[src/rtl/par_mult_if.sv]
// Parity-protected multiply handshake: the tester side (master) drives the
// operands and req, and the responder side (slave) returns ack and the result.
interface par_mult_if;
  logic [15:0] arg_a;
  logic        arg_a_parity;
  logic [15:0] arg_b;
  logic        arg_b_parity;
  logic        req;
  logic        ack;
  logic [31:0] result;
  logic        result_parity;
  logic        result_rdy;
  logic        arg_parity_error;

  modport master (
    output arg_a, arg_a_parity, arg_b, arg_b_parity, req,
    input  ack, result, result_parity, result_rdy, arg_parity_error
  );

  modport slave (
    input  arg_a, arg_a_parity, arg_b, arg_b_parity, req,
    output ack, result, result_parity, result_rdy, arg_parity_error
  );
endinterface

[src/rtl/par_mult_responder.sv]
// Responder end of the parity-checked multiply handshake: captures operands on
// req, acks, and returns the signed product (or a flagged zero) LATENCY edges later.
module par_mult_responder #(
  parameter int LATENCY = 3
) (
  input  logic        clk,
  input  logic        rst_n,
  par_mult_if.slave   bus
);

  localparam int CNT_W = 4;

  typedef enum logic [1:0] {IDLE, BUSY, DONE} state_t;

  state_t                  state, state_nx;
  logic [CNT_W-1:0]        cnt, cnt_nx;
  logic                    ack_nx, rdy_nx, capture, finish;

  logic signed [15:0]      a_p0, b_p0;
  logic                    perr_p0;
  logic                    ack_p0;

  logic signed [31:0]      prod;
  logic signed [31:0]      result_p1;
  logic                    rpar_p1, perr_p1, rdy_p1;

  function automatic logic parity_bad(input logic [15:0] v, input logic p);
    return p != (^v);
  endfunction

  // DONE behaves like IDLE for a held req, so back-to-back captures need no idle cycle.
  always_comb begin
    state_nx = state;
    cnt_nx   = cnt;
    ack_nx   = 1'b0;
    rdy_nx   = 1'b0;
    capture  = 1'b0;
    finish   = 1'b0;
    case (state)
      IDLE, DONE: begin
        if (bus.req) begin
          capture  = 1'b1;
          ack_nx   = 1'b1;
          state_nx = BUSY;
          cnt_nx   = CNT_W'(LATENCY - 1);
        end else begin
          state_nx = IDLE;
        end
      end
      BUSY: begin
        // The ack cycle is not part of the countdown.
        if (ack_p0) begin
          cnt_nx = cnt;
        end else if (cnt == '0) begin
          state_nx = DONE;
          rdy_nx   = 1'b1;
          finish   = 1'b1;
        end else begin
          cnt_nx = cnt - 1'b1;
        end
      end
      default: state_nx = IDLE;
    endcase
  end

  always_ff @(posedge clk or negedge rst_n) begin
    if (!rst_n) begin
      state <= IDLE;
      cnt   <= '0;
    end else begin
      state <= state_nx;
      cnt   <= cnt_nx;
    end
  end

  // Stage p0: operand capture
  always_ff @(posedge clk) begin
    if (capture) begin
      a_p0    <= bus.arg_a;
      b_p0    <= bus.arg_b;
      perr_p0 <= parity_bad(bus.arg_a, bus.arg_a_parity) ||
                 parity_bad(bus.arg_b, bus.arg_b_parity);
    end
  end

  always_comb begin
    prod = $signed({{16{a_p0[15]}}, a_p0}) * $signed({{16{b_p0[15]}}, b_p0});
    if (perr_p0) prod = '0;
  end

  // Stage p1: result registers, updated only on entry to DONE
  always_ff @(posedge clk or negedge rst_n) begin
    if (!rst_n) begin
      ack_p0    <= 1'b0;
      rdy_p1    <= 1'b0;
      result_p1 <= '0;
      rpar_p1   <= 1'b0;
      perr_p1   <= 1'b0;
    end else begin
      ack_p0 <= ack_nx;
      rdy_p1 <= rdy_nx;
      if (finish) begin
        result_p1 <= prod;
        rpar_p1   <= ^prod;
        perr_p1   <= perr_p0;
      end
    end
  end

  assign bus.ack              = ack_p0;
  assign bus.result_rdy       = rdy_p1;
  assign bus.result           = result_p1;
  assign bus.result_parity    = rpar_p1;
  assign bus.arg_parity_error = perr_p1;

endmodule

[src/flat_wrapper.sv]
// flat-port wrapper written by rule: the top's interface ports become plain ports
module par_mult_responder_flat 
#(
  parameter int LATENCY = 3
)
  (clk, rst_n, bus_arg_a, bus_arg_a_parity, bus_arg_b, bus_arg_b_parity, bus_req, bus_ack, bus_result, bus_result_parity, bus_result_rdy, bus_arg_parity_error);
  par_mult_if bus_i ();
  input  logic clk;
  input  logic rst_n;
  input wire logic [$bits(bus_i.arg_a)-1:0] bus_arg_a;
  input wire logic [$bits(bus_i.arg_a_parity)-1:0] bus_arg_a_parity;
  input wire logic [$bits(bus_i.arg_b)-1:0] bus_arg_b;
  input wire logic [$bits(bus_i.arg_b_parity)-1:0] bus_arg_b_parity;
  input wire logic [$bits(bus_i.req)-1:0] bus_req;
  output wire logic [$bits(bus_i.ack)-1:0] bus_ack;
  output wire logic [$bits(bus_i.result)-1:0] bus_result;
  output wire logic [$bits(bus_i.result_parity)-1:0] bus_result_parity;
  output wire logic [$bits(bus_i.result_rdy)-1:0] bus_result_rdy;
  output wire logic [$bits(bus_i.arg_parity_error)-1:0] bus_arg_parity_error;
  assign bus_i.arg_a = bus_arg_a;
  assign bus_i.arg_a_parity = bus_arg_a_parity;
  assign bus_i.arg_b = bus_arg_b;
  assign bus_i.arg_b_parity = bus_arg_b_parity;
  assign bus_i.req = bus_req;
  assign bus_ack = bus_i.ack;
  assign bus_result = bus_i.result;
  assign bus_result_parity = bus_i.result_parity;
  assign bus_result_rdy = bus_i.result_rdy;
  assign bus_arg_parity_error = bus_i.arg_parity_error;
  par_mult_responder #(.LATENCY(LATENCY)) u_core (.clk(clk), .rst_n(rst_n), .bus(bus_i));
endmodule
[config.mk]
export PLATFORM = sky130hd
export DESIGN_NAME = par_mult_responder_flat
export DESIGN_NICKNAME = d
export VERILOG_FILES = /design/src/rtl/par_mult_if.sv /design/src/rtl/par_mult_responder.sv /design/src/flat_wrapper.sv
export SDC_FILE = /design/constraint.sdc
export NUM_CORES = 1
export LEC_CHECK = 0
export BUFFER_PORTS_ARGS = -buffer_cell sky130_fd_sc_hd__buf_2
export CAP_MARGIN = 5
export CORE_ASPECT_RATIO = 0.6
export CORE_MARGIN = 4
export CORE_UTILIZATION = 50
export DETAILED_ROUTE_END_ITERATION = 10
export PLACE_DENSITY = 0.76
export SETUP_SLACK_MARGIN = 0.5
export SLEW_MARGIN = 20
export SYNTH_ARGS = -nofsm -noshare
export SYNTH_HDL_FRONTEND = slang
export SYNTH_SLANG_ARGS = --single-unit
[constraint.sdc]
create_clock -name clk -period 8.6 [get_ports clk]
set_input_delay 0.43 -clock clk [delete_from_list [all_inputs] [get_ports clk]]
set_output_delay 0.43 -clock clk [all_outputs]
set_load 0.005 [all_outputs]
==> run_results.csv <==
group,metric,value,unit
status,status,"complete, no violations",
global_routing,grt_max_degree,43,
yosys,avgSynthCellArea,9.77,sq um
yosys,yosys.area_share.adder,0.466,
placed_design,routabilityCongestion,0.919,
yosys,ys_ff_latch,75,
placed_design,placedInstanceArea,14100,sq um
layout,fin_area,14400,sq um
worst_setup_path,r2r_start,"u_core.b_p0[2]",
yosys,synth_xor_area_frac,0.0616,
run,maxCapViolations,0,
global_routing,grt_antenna_before_repair,0,
layout,antenna_cells,0,
yosys,synth_top_family_by_area,"adder cells",
timing,fmax,0.130,GHz
worst_setup_path,cpMostUsedCell,"fa_1",
yosys,synthCells,1381,
placed_design,dp.final_hpwl,26000,microns
timing,clock-skew-final,0.00794,ns
clock_tree,numCtsBuffers,9,
global_routing,overflow,0,
timing,period_share,0.896,
layout,fillCellCount,2324,
worst_setup_path,path_cells,"nand2_1 > inv_1 > fa_1 > fa_1 > fa_1 > fa_1 > fa_1 > inv_1 > fa_1 > inv_1 > ha_1 > nand2_1 > o21bai_1 > mux2i_1 > o221ai_1 > o311a_1 > o2111a_1 > a311oi_2 > xor2_1 > xnor3_1 > xnor3_1 > o21ai_1",
clock_tree,cts_htree_levels,3,
yosys,syn-num-nets,1764,
clock_tree,root_buffer,"clkbuf_16",
worst_setup_path,cpPeakStageDelay,0.94,ns
route,via_per_inst,5.28,
yosys,synthTopCellsByArea,"fa_1 39%, inv_1 8.1%, dfrtp_1 7.8%",
clock_tree,cts_buffer_depth,2,
timing,fin_crit,7.70,ns
timing,finalHoldViolCount,0,
layout,nets,1807,
timing,maxSlewViolCount,0,
yosys,ys_seq_area_frac,0.151,
yosys,yosys.area.top_type,"fa_1",
route,firstDrtPassIters,5,
global_routing,grt_pass1_wl,52200,microns
yosys,synth_simple_gate_area_share,0.145,
yosys,ys.flop_type,"dfrtp_1",
yosys,syn_area,13500,sq um
global_routing,grt_pass1_vias,9985,
clock_tree,post_cts_buffers,0,
route,wire_per_inst,17.3,microns
worst_setup_path,r2r_cells,22,
floorplan,core_area,26500,sq um
floorplan,ios,73,
worst_setup_path,cp_data_required_time,8.84,ns
yosys,yosysTopAreaCellShare,0.389,
clock_tree,clkSinkCount,75,
floorplan,die_area,29800,sq um
yosys,synth_warnings,0,
yosys,synth-edff-count,33,
worst_hold_path,hold_path_class,"in -> async",
worst_setup_path,worstPathMaxFanout,16,
floorplan,fp-row-count,46,
layout,final_cell_mix,"293 x inv_1, 262 x fa_1, 170 x nand2_1",
floorplan,die_h,135,microns
layout,final_common_cell,"inv_1",
floorplan,die_x,220,microns
yosys,synth-async-reset-ratio,0.560,
timing,setup_viol,0,
timing,fin_setup_tns,0,ns
route,num_vias,9451,
worst_setup_path,setup.worst_path.class,"reg -> reg",
clock_tree,clk_pin_slew,0.07,ns
worst_setup_path,cp-start-kind,"flop",
timing,grt_setup_unrepaired,"no",
global_routing,grt_usage,0.225,
route,drc,0,
worst_setup_path,reg2reg_setup_slack,0.90,ns
worst_setup_path,r2r-end,"u_core.bus.result_parity",
yosys,synth_compound_area_frac,0.0700,
timing,slew_headroom,0.378,
timing,max_slew.worst_pin.slew,0.933,ns
worst_setup_path,end_kind,"flop",
route,ant_nets,0,
yosys,synthMuxAreaShare,0.00695,
yosys,synth_cell_types,69,
clock_tree,cts-resized-gates,0,
worst_setup_path,arrival,7.94,ns
clock_tree,hold_buffers,0,
floorplan,start_util,0.510,
placed_design,portBuffers,72,
layout,area_growth,6.97,%
layout,drive_gt1_frac,0.0847,
route,wl,30900,microns
route,first_iter_violations,770,
worst_setup_path,cpMaxStageDelayCell,"fa_1",
clock_tree,cts_tree,"done",
clock_tree,clk_latency,0.37,ns
-- through the flow --
stage / hold WS (ns) / setup WS [ns] / util / cells
after global routing: 0.265 / 0.588 / 0.545 / 1789
after global placement: 0.458 / 1.20 / 0.533 / 1773
after floorplan: 0.134 / 1.62 / - / 1381
final: 0.204 / 0.898 / 0.545 / 1789
after CTS: 0.219 / 0.994 / 0.545 / 1789
after detailed placement: 0.465 / 0.987 / 0.533 / 1773
-- cells by family after synthesis --
logic type / Yosys count
mux: 9
simple gates: 395
buf+inv: 339
compound gates: 134
xor+xnor: 83
fa+ha+maj: 346
flops: 75
-- cells in the mapped netlist, drive strengths merged (4+ instances only) --
cell / n
nand2b: 8
nor3b: 5
o31ai: 8
buf: 5
nand2: 172
and2: 125
nor3: 8
nor2b: 6
a21o: 12
a31oi: 6
nand4: 4
clkbuf: 41
nand3: 10
mux2i: 6
inv: 293
a22o: 7
a211oi: 5
fa: 262
o21ai: 43
xnor3: 7
xnor2: 55
nor2: 44
a21oi: 25
a21boi: 4
edfxtp: 33
ha: 84
o211ai: 7
xor2: 21
dfrtp: 42
-- state kept, by name, indices dropped and copies added (netlist names) --
signal / count
u_core.bus.result: 32
u_core.a_p0: 16
u_core.b_p0: 16
u_core.cnt: 4
u_core.state: 2
u_core.bus.ack: 1
u_core.bus.arg_parity_error: 1
u_core.bus.result_parity: 1
u_core.bus.result_rdy: 1
u_core.perr_p0: 1
-- worst max path at each step --
stage	start	to	slack [ns]	cells past startpoint
floorplan	u_core.a_p0[15]	u_core.bus.result_parity	1.62	24
global placement	u_core.b_p0[2]	u_core.bus.result_parity	1.20	22
detailed placement	u_core.b_p0[2]	u_core.bus.result_parity	0.99	22
CTS	u_core.b_p0[2]	u_core.bus.result_parity	0.99	22
global route	u_core.a_p0[15]	u_core.bus.result_parity	0.59	22
finish	u_core.b_p0[2]	u_core.bus.result_parity	0.90	22
-- worst max-delay path, delay by kind of cell (launching register included) --
kind,cells,cell delay [ns]
and+or+nand+nor,2,0.26
DFF,1,0.72
AOI/OAI and AO/OA,6,1.51
muxes,1,0.24
xor gates and xnor gates,3,0.73
buffers and inverters,3,0.20
adders and majority gates,7,3.91
-- routing by layer --
| layer | track usage | wire (microns) | vias to the layer above | share of wire |
|---|---|---|---|---|
| li1 | - | - | 4292 | - |
| met1 | 0.336 | 13700 | 4763 | 0.44 |
| met2 | 0.339 | 14100 | 345 | 0.46 |
| met3 | 0.0450 | 2490 | 51 | 0.081 |
| met4 | 0.0572 | 614 | 0 | 0.020 |
| met5 | 0 | 0 | - | 0 |
-- area by class of cell --
type / count / area [sq um] / area share
clock inverters: 6 / 87.6 / 0.00607
multi-input cells: 967 / 10100 / 0.701
flip-flops and latches: 75 / 2040 / 0.141
clock buffers: 10 / 229 / 0.0159
repair buffers: 78 / 405 / 0.0281
well taps: 360 / 450 / 0.0312
inverters: 293 / 1100 / 0.0762
Power is not shown: default switching activity piles up to over one toggle a cycle in this logic, so the estimate is an artifact.
